--- config.mk ---
export PLATFORM = sky130hd
export DESIGN_NAME = hilo_div_unit_flat
export DESIGN_NICKNAME = d
export VERILOG_FILES = /design/src/rtl/hilo_div_unit_if.sv /design/src/rtl/hilo_div_unit.sv /design/src/flat_wrapper.sv
export SDC_FILE = /design/constraint.sdc
export NUM_CORES = 1
export LEC_CHECK = 0
export CAP_MARGIN = 40
export CORE_MARGIN = 4
export CORE_UTILIZATION = 31
export CTS_CLUSTER_DIAMETER = 30
export DETAILED_ROUTE_END_ITERATION = 10
export HOLD_SLACK_MARGIN = 0.05
export PLACE_DENSITY = 0.77
export SYNTH_ARGS = -nofsm -noshare
export SYNTH_HDL_FRONTEND = slang
export SYNTH_SLANG_ARGS = --single-unit
--- constraint.sdc ---
create_clock -name Clk -period 0.8 [get_ports Clk]
set_input_delay 0.16 -clock Clk [delete_from_list [all_inputs] [get_ports Clk]]
set_output_delay 0.16 -clock Clk [all_outputs]
set_load 0.01 [all_outputs]
--- src/rtl/hilo_div_unit_if.sv ---
// -----------------------------------------------------------------------------
// hilo_div_unit_if
//   Bundles the ALU-side signals of the HI/LO register unit.
//   master : ALU / EX stage (drives writes and divide requests, reads HI/LO)
//   slave  : hilo_div_unit (owns HI/LO and the iterative divider)
//
//   HiLoEn     ALU -> unit   commit HiLoWrite into {HI,LO}
//   HiLoWrite  ALU -> unit   64-bit {HI,LO} value
//   DivStart   ALU -> unit   request a divide (honoured only when idle)
//   DivSigned  ALU -> unit   1 = DIV (two's complement), 0 = DIVU
//   A, B       ALU -> unit   dividend / divisor
//   HiLoRead   unit -> ALU   registered {HI,LO}
//   Busy       unit -> ALU   divide in progress
//   DivDone    unit -> ALU   one-cycle pulse when a divide retires
//   DivByZero  unit -> ALU   one-cycle pulse alongside DivDone when B == 0
// -----------------------------------------------------------------------------
interface hilo_div_unit_if;
    logic        HiLoEn;
    logic [63:0] HiLoWrite;
    logic        DivStart;
    logic        DivSigned;
    logic [31:0] A;
    logic [31:0] B;
    logic [63:0] HiLoRead;
    logic        Busy;
    logic        DivDone;
    logic        DivByZero;

    modport master (
        output HiLoEn,
        output HiLoWrite,
        output DivStart,
        output DivSigned,
        output A,
        output B,
        input  HiLoRead,
        input  Busy,
        input  DivDone,
        input  DivByZero
    );

    modport slave (
        input  HiLoEn,
        input  HiLoWrite,
        input  DivStart,
        input  DivSigned,
        input  A,
        input  B,
        output HiLoRead,
        output Busy,
        output DivDone,
        output DivByZero
    );
endinterface

--- src/rtl/hilo_div_unit.sv ---
// -----------------------------------------------------------------------------
// hilo_div_unit
//   Architectural HI/LO register pair with an optional iterative divider.
//   Single-cycle ALU writes (MULT/MULTU/MADD/MSUB/MTHI/MTLO) commit on HiLoEn and
//   are visible on HiLoRead one cycle later. With HILO_DIV_EN defined, a 32-step
//   restoring divider computes DIV/DIVU and writes HI=remainder, LO=quotient.
//
//   Configuration macro: HILO_DIV_EN
//     defined   : divider, IDLE->DIV->FIX FSM, Busy/DivDone/DivByZero active
//     undefined : plain HiLoEn-gated 64-bit register; divide inputs ignored,
//                 Busy/DivDone/DivByZero tied to 0
//
//   Ports
//     Clk    in  rising-edge clock
//     Rst_n  in  asynchronous active-low reset
//     bus    slave modport of hilo_div_unit_if (see interface header)
//
//   Parameters
//     DIV_STEPS   iterations per divide; tied to the 32-bit operand width
//     RESET_HILO  {HI,LO} value loaded on reset
// -----------------------------------------------------------------------------
module hilo_div_unit #(
    parameter int unsigned DIV_STEPS  = 32,
    parameter logic [63:0] RESET_HILO = 64'h0
) (
    input  logic              Clk,
    input  logic              Rst_n,
    hilo_div_unit_if.slave    bus
);

    logic [63:0] hilo_q, hilo_d;

`ifdef HILO_DIV_EN

    localparam int unsigned CntW = $clog2(DIV_STEPS);
    localparam logic [CntW-1:0] LastCnt = CntW'(DIV_STEPS - 1);

    typedef enum logic [1:0] {
        StIdle,
        StDiv,
        StFix
    } state_e;

    state_e          state_q, state_d;
    logic [CntW-1:0] cnt_q, cnt_d;
    logic [31:0]     rem_q, rem_d;     // partial remainder (always < divisor)
    logic [31:0]     quo_q, quo_d;     // dividend shifts out, quotient shifts in
    logic [31:0]     dvs_q, dvs_d;     // divisor magnitude
    logic            q_neg_q, q_neg_d;
    logic            r_neg_q, r_neg_d;
    logic            busy_q, busy_d;
    logic            done_q, done_d;
    logic            dbz_q, dbz_d;

    logic [31:0] a_mag, b_mag;
    logic [32:0] shifted;              // 33-bit working remainder for the trial
    logic [33:0] diff;                 // extra bit is the borrow of the trial
    logic [31:0] quo_fix, rem_fix;

    always_comb begin
        // Magnitudes; -(32'h8000_0000) wraps to itself, which read unsigned is 2^31.
        a_mag = (bus.DivSigned && bus.A[31]) ? (32'd0 - bus.A) : bus.A;
        b_mag = (bus.DivSigned && bus.B[31]) ? (32'd0 - bus.B) : bus.B;

        shifted = {rem_q, quo_q[31]};
        diff    = {1'b0, shifted} - {2'b00, dvs_q};

        quo_fix = q_neg_q ? (32'd0 - quo_q) : quo_q;
        rem_fix = r_neg_q ? (32'd0 - rem_q) : rem_q;
    end

    always_comb begin
        state_d = state_q;
        cnt_d   = cnt_q;
        rem_d   = rem_q;
        quo_d   = quo_q;
        dvs_d   = dvs_q;
        q_neg_d = q_neg_q;
        r_neg_d = r_neg_q;
        done_d  = 1'b0;
        dbz_d   = 1'b0;
        hilo_d  = bus.HiLoEn ? bus.HiLoWrite : hilo_q;

        case (state_q)
            StIdle: begin
                if (bus.DivStart) begin
                    if (bus.B == 32'd0) begin
                        // Retire immediately; HI/LO untouched by the divide.
                        done_d = 1'b1;
                        dbz_d  = 1'b1;
                    end else begin
                        state_d = StDiv;
                        cnt_d   = '0;
                        rem_d   = 32'd0;
                        quo_d   = a_mag;
                        dvs_d   = b_mag;
                        q_neg_d = bus.DivSigned & (bus.A[31] ^ bus.B[31]);
                        r_neg_d = bus.DivSigned & bus.A[31];
                    end
                end
            end
            StDiv: begin
                if (!diff[33]) begin
                    rem_d = diff[31:0];
                    quo_d = {quo_q[30:0], 1'b1};
                end else begin
                    rem_d = shifted[31:0];
                    quo_d = {quo_q[30:0], 1'b0};
                end
                cnt_d = cnt_q + 1'b1;
                if (cnt_q == LastCnt) begin
                    state_d = StFix;
                end
            end
            StFix: begin
                state_d = StIdle;
                done_d  = 1'b1;
                hilo_d  = {rem_fix, quo_fix};
            end
            default: begin
                state_d = StIdle;
            end
        endcase

        // An ALU write while the divider is active aborts it and wins HI/LO.
        if (bus.HiLoEn && (state_q != StIdle)) begin
            state_d = StIdle;
            done_d  = 1'b0;
            hilo_d  = bus.HiLoWrite;
        end

        busy_d = (state_d != StIdle);
    end

    always_ff @(posedge Clk or negedge Rst_n) begin
        if (!Rst_n) begin
            hilo_q  <= RESET_HILO;
            state_q <= StIdle;
            cnt_q   <= '0;
            rem_q   <= 32'd0;
            quo_q   <= 32'd0;
            dvs_q   <= 32'd0;
            q_neg_q <= 1'b0;
            r_neg_q <= 1'b0;
            busy_q  <= 1'b0;
            done_q  <= 1'b0;
            dbz_q   <= 1'b0;
        end else begin
            hilo_q  <= hilo_d;
            state_q <= state_d;
            cnt_q   <= cnt_d;
            rem_q   <= rem_d;
            quo_q   <= quo_d;
            dvs_q   <= dvs_d;
            q_neg_q <= q_neg_d;
            r_neg_q <= r_neg_d;
            busy_q  <= busy_d;
            done_q  <= done_d;
            dbz_q   <= dbz_d;
        end
    end

    assign bus.HiLoRead  = hilo_q;
    assign bus.Busy      = busy_q;
    assign bus.DivDone   = done_q;
    assign bus.DivByZero = dbz_q;

`else

    logic unused_div;
    assign unused_div = ^{bus.DivStart, bus.DivSigned, bus.A, bus.B, 32'(DIV_STEPS)};

    always_comb begin
        hilo_d = bus.HiLoEn ? bus.HiLoWrite : hilo_q;
    end

    always_ff @(posedge Clk or negedge Rst_n) begin
        if (!Rst_n) begin
            hilo_q <= RESET_HILO;
        end else begin
            hilo_q <= hilo_d;
        end
    end

    assign bus.HiLoRead  = hilo_q;
    assign bus.Busy      = 1'b0;
    assign bus.DivDone   = 1'b0;
    assign bus.DivByZero = 1'b0;

`endif

endmodule
--- src/flat_wrapper.sv ---
// flat-port wrapper written by rule: the top's interface ports become plain ports
module hilo_div_unit_flat 
#(
    parameter int unsigned DIV_STEPS  = 32,
    parameter logic [63:0] RESET_HILO = 64'h0
)
  (Clk, Rst_n, bus_HiLoEn, bus_HiLoWrite, bus_DivStart, bus_DivSigned, bus_A, bus_B, bus_HiLoRead, bus_Busy, bus_DivDone, bus_DivByZero);
  hilo_div_unit_if bus_i ();
  input  logic Clk;
  input  logic Rst_n;
  input wire logic [$bits(bus_i.HiLoEn)-1:0] bus_HiLoEn;
  input wire logic [$bits(bus_i.HiLoWrite)-1:0] bus_HiLoWrite;
  input wire logic [$bits(bus_i.DivStart)-1:0] bus_DivStart;
  input wire logic [$bits(bus_i.DivSigned)-1:0] bus_DivSigned;
  input wire logic [$bits(bus_i.A)-1:0] bus_A;
  input wire logic [$bits(bus_i.B)-1:0] bus_B;
  output wire logic [$bits(bus_i.HiLoRead)-1:0] bus_HiLoRead;
  output wire logic [$bits(bus_i.Busy)-1:0] bus_Busy;
  output wire logic [$bits(bus_i.DivDone)-1:0] bus_DivDone;
  output wire logic [$bits(bus_i.DivByZero)-1:0] bus_DivByZero;
  assign bus_i.HiLoEn = bus_HiLoEn;
  assign bus_i.HiLoWrite = bus_HiLoWrite;
  assign bus_i.DivStart = bus_DivStart;
  assign bus_i.DivSigned = bus_DivSigned;
  assign bus_i.A = bus_A;
  assign bus_i.B = bus_B;
  assign bus_HiLoRead = bus_i.HiLoRead;
  assign bus_Busy = bus_i.Busy;
  assign bus_DivDone = bus_i.DivDone;
  assign bus_DivByZero = bus_i.DivByZero;
  hilo_div_unit #(.DIV_STEPS(DIV_STEPS), .RESET_HILO(RESET_HILO)) u_core (.Clk(Clk), .Rst_n(Rst_n), .bus(bus_i));
endmodule
==> results_dict.tcl <==
set metrics [dict create \
    outcome "complete, but fails checks" \
    violations "setup timing" \
    syn_inst 139 \
    via_per_inst 4.27 \
    peakVddDrop_mv 1.18 \
    clkLatencyLatePin_ns 0.32 \
    fin_util_pct 53.3 \
    maxCapViolations 0 \
    dpl_cell_area_sq_mm 0.00410 \
    ys_seq_area_share_pct 59.2 \
    synthTopCellsByArea "dfrtp_1, mux2_4, buf_12, mux2_2, buf_4" \
    synth_top_cell_by_area "dfrtp_1" \
    cpMaxStageDelayCell "dfrtp_1" \
    port_buffers 130 \
    fin_area_sq_mm 0.00445 \
    yosys_warnings 0 \
    finalWorstSetupSlack_ns -0.238 \
    power.density_mw_per_mm2 2000 \
    synth_top_area_share_pct 59.2 \
    p_total_mw 8.91 \
    r2r_setup_slack_ns -0.11 \
    worstSetupPathType "reg -> out" \
    syn_avg_cell_area_sq_um 19.5 \
    wire_per_inst_microns 15.9 \
    yosysMostFrequentCell "dfrtp_1" \
    cp-end-kind "output port" \
    syn_area_sq_mm 0.00271 \
    ff2ff_path_depth 2 \
    antenna_found_initial 0 \
    path_buf_inv 1 \
    grt_pass1_wl_microns 9980 \
    dieHeight_microns 101 \
    multi_input_area_sq_um 965 \
    ys.flop_type "dfrtp_1" \
    dpl.hpwl_microns 4570 \
    critPathMaxStageDelay_ns 0.40 \
    largest_reg_flops 64 \
    path_cells "buf_2" \
    finalNonFillerCells 423 \
    setup_viol_count_final 99 \
    htreeDepth 3 \
    antenna_left 0 \
    hold_viol 0 \
    p_leak_nw 2.18 \
    seq_area_sq_mm 0.00160 \
    fmax_ghz 0.963 \
    initial_core_util_pct 32.4 \
    period_minus_slack_ns 1.04 \
    worstSetupStartpointType "register" \
    firstDrtPassIters 3 \
    pin_count 200 \
    cts_tree "built" \
    grt.overflow.total 0 \
    hp-class "in -> reg" \
    cts_root_buf "clkbuf_8" \
    die_area_sq_mm 0.0103 \
    gp_congestion 0.688 \
    dp_cells 377 \
    totalWireLength_microns 6740 \
    crit_cells 1 \
    vias 1805 \
    clk_pin_slew_ns 0.07 \
    ys_types 7 \
    cts_made_buffers 9 \
    hold_ws_ns 0.322 \
    nNetsFinal 447 \
    ys_ff_latch 64 \
    cp_top_family "flip-flops" \
    grt_start_max_net_pins 33 \
    drive_above_1_share_pct 58.2 \
    slew_viol_final 0 \
    drc 0 \
    drt_first_iter_violations 27 \
    fin_crit_sh_pct 130 \
    ys_top_cells_by_count "dfrtp_1, mux2_4, buf_12" \
    rows 33 \
    clock_skew_ns 0 \
    critPathMaxFanout 2 \
    core_region_area_sq_mm 0.00834 \
    rsz0062_at_grt "yes" \
    fp.dieW_microns 101 \
    num_antenna_cells 0 \
    cts_sinks 64 \
    grt_pass1_vias 2018 \
    area_growth_pct 64.5 \
    arrival_ns 0.88 \
    synthArstFlopShare_pct 100 \
    required_ns 0.64 \
    synth_edf_count 0 \
    worstHoldPathCells 3 \
    clockBufferDepth 2 \
    fillers 675 \
    grt.total_usage_pct 12.7 \
]
==> cells by family (layout without fill, tap and decap cells) <==
group	after synthesis	count (layout)	share of synthesized area, %
other	1	3	0.139
flip-flops	64	64	59.2
buffers and inverters	10	187	5.69
multiplexers	64	64	35.0
==> per-stage QoR <==
| stage | TNS (ns) | setup WS (ns) |
|---|---|---|
| floorplan | -2.56 | -0.0427 |
| global placement | -25.68 | -0.255 |
| detailed placement | -26.19 | -0.261 |
| CTS | -16.64 | -0.252 |
| global route | -20.05 | -0.282 |
| finish | -16.42 | -0.238 |
==> worst register-to-register path, delay by kind of cell, from the launching register on <==
family                 cells  cell delay [ns]
multiplexers               1             0.26
flip-flops                 1             0.40
buffers and inverters      1             0.14
==> layer usage <==
metal,vias up,global-route usage [%],share of wire (%)
met1,885,15.0,41
met2,90,20.3,47
li1,822,-,-
met4,0,5.42,1.3
met3,8,5.44,11
met5,-,0,0
==> cell type report <==
class	instances	share of cell area, %
repair buffers	172	34.4
clock buffers	12	3.49
well taps	105	2.95
multi-input cells	67	21.7
flip-flops and latches	64	36.0
clock inverters	3	1.46
==> cell usage in the layout (no fill, tap or decap) <==
cell,n
buf_2,41
conb_1,3
buf_6,38
clkdlybuf4s50_1,64
dlygate4sd3_1,1
buf_12,3
clkbuf_8,11
mux2_2,2
bufinv_16,2
dfrtp_1,64
clkinv_2,1
buf_4,25
clkbuf_1,1
mux2_4,62
==> path summary, 6_finish.rpt <==
kind                                                startpoint                                   to
setup / recovery           u_core.bus.HiLoRead[32]$_DFFE_PN0P_                     bus_HiLoRead[32]
hold / removal                                      bus_HiLoEn  u_core.bus.HiLoRead[57]$_DFFE_PN0P_
setup reg to reg           u_core.bus.HiLoRead[14]$_DFFE_PN0P_  u_core.bus.HiLoRead[14]$_DFFE_PN0P_
hold reg to reg            u_core.bus.HiLoRead[42]$_DFFE_PN0P_  u_core.bus.HiLoRead[42]$_DFFE_PN0P_
max in group asynchronous                                Rst_n   u_core.bus.HiLoRead[6]$_DFFE_PN0P_
min in group asynchronous                                Rst_n  u_core.bus.HiLoRead[54]$_DFFE_PN0P_
==> report_power, final <==
part	switching (mW)	total, mW	leakage [nW]	internal (mW)
Clock	1.17	3.08	0.112	1.91
Combinational	0.675	2.06	1.32	1.39
Sequential	0.209	3.77	0.748	3.56
==> repair_timing <==
item	CTS	global route
endpoints found under the hold margin	64	0
pin swaps	0	0
hold buffers	1	0
endpoints found under the setup margin	69	121
gates cloned	0	0
buffers inserted	22	18
resized for setup	264	34
Note: power is estimated with default switching activity, not from simulation.
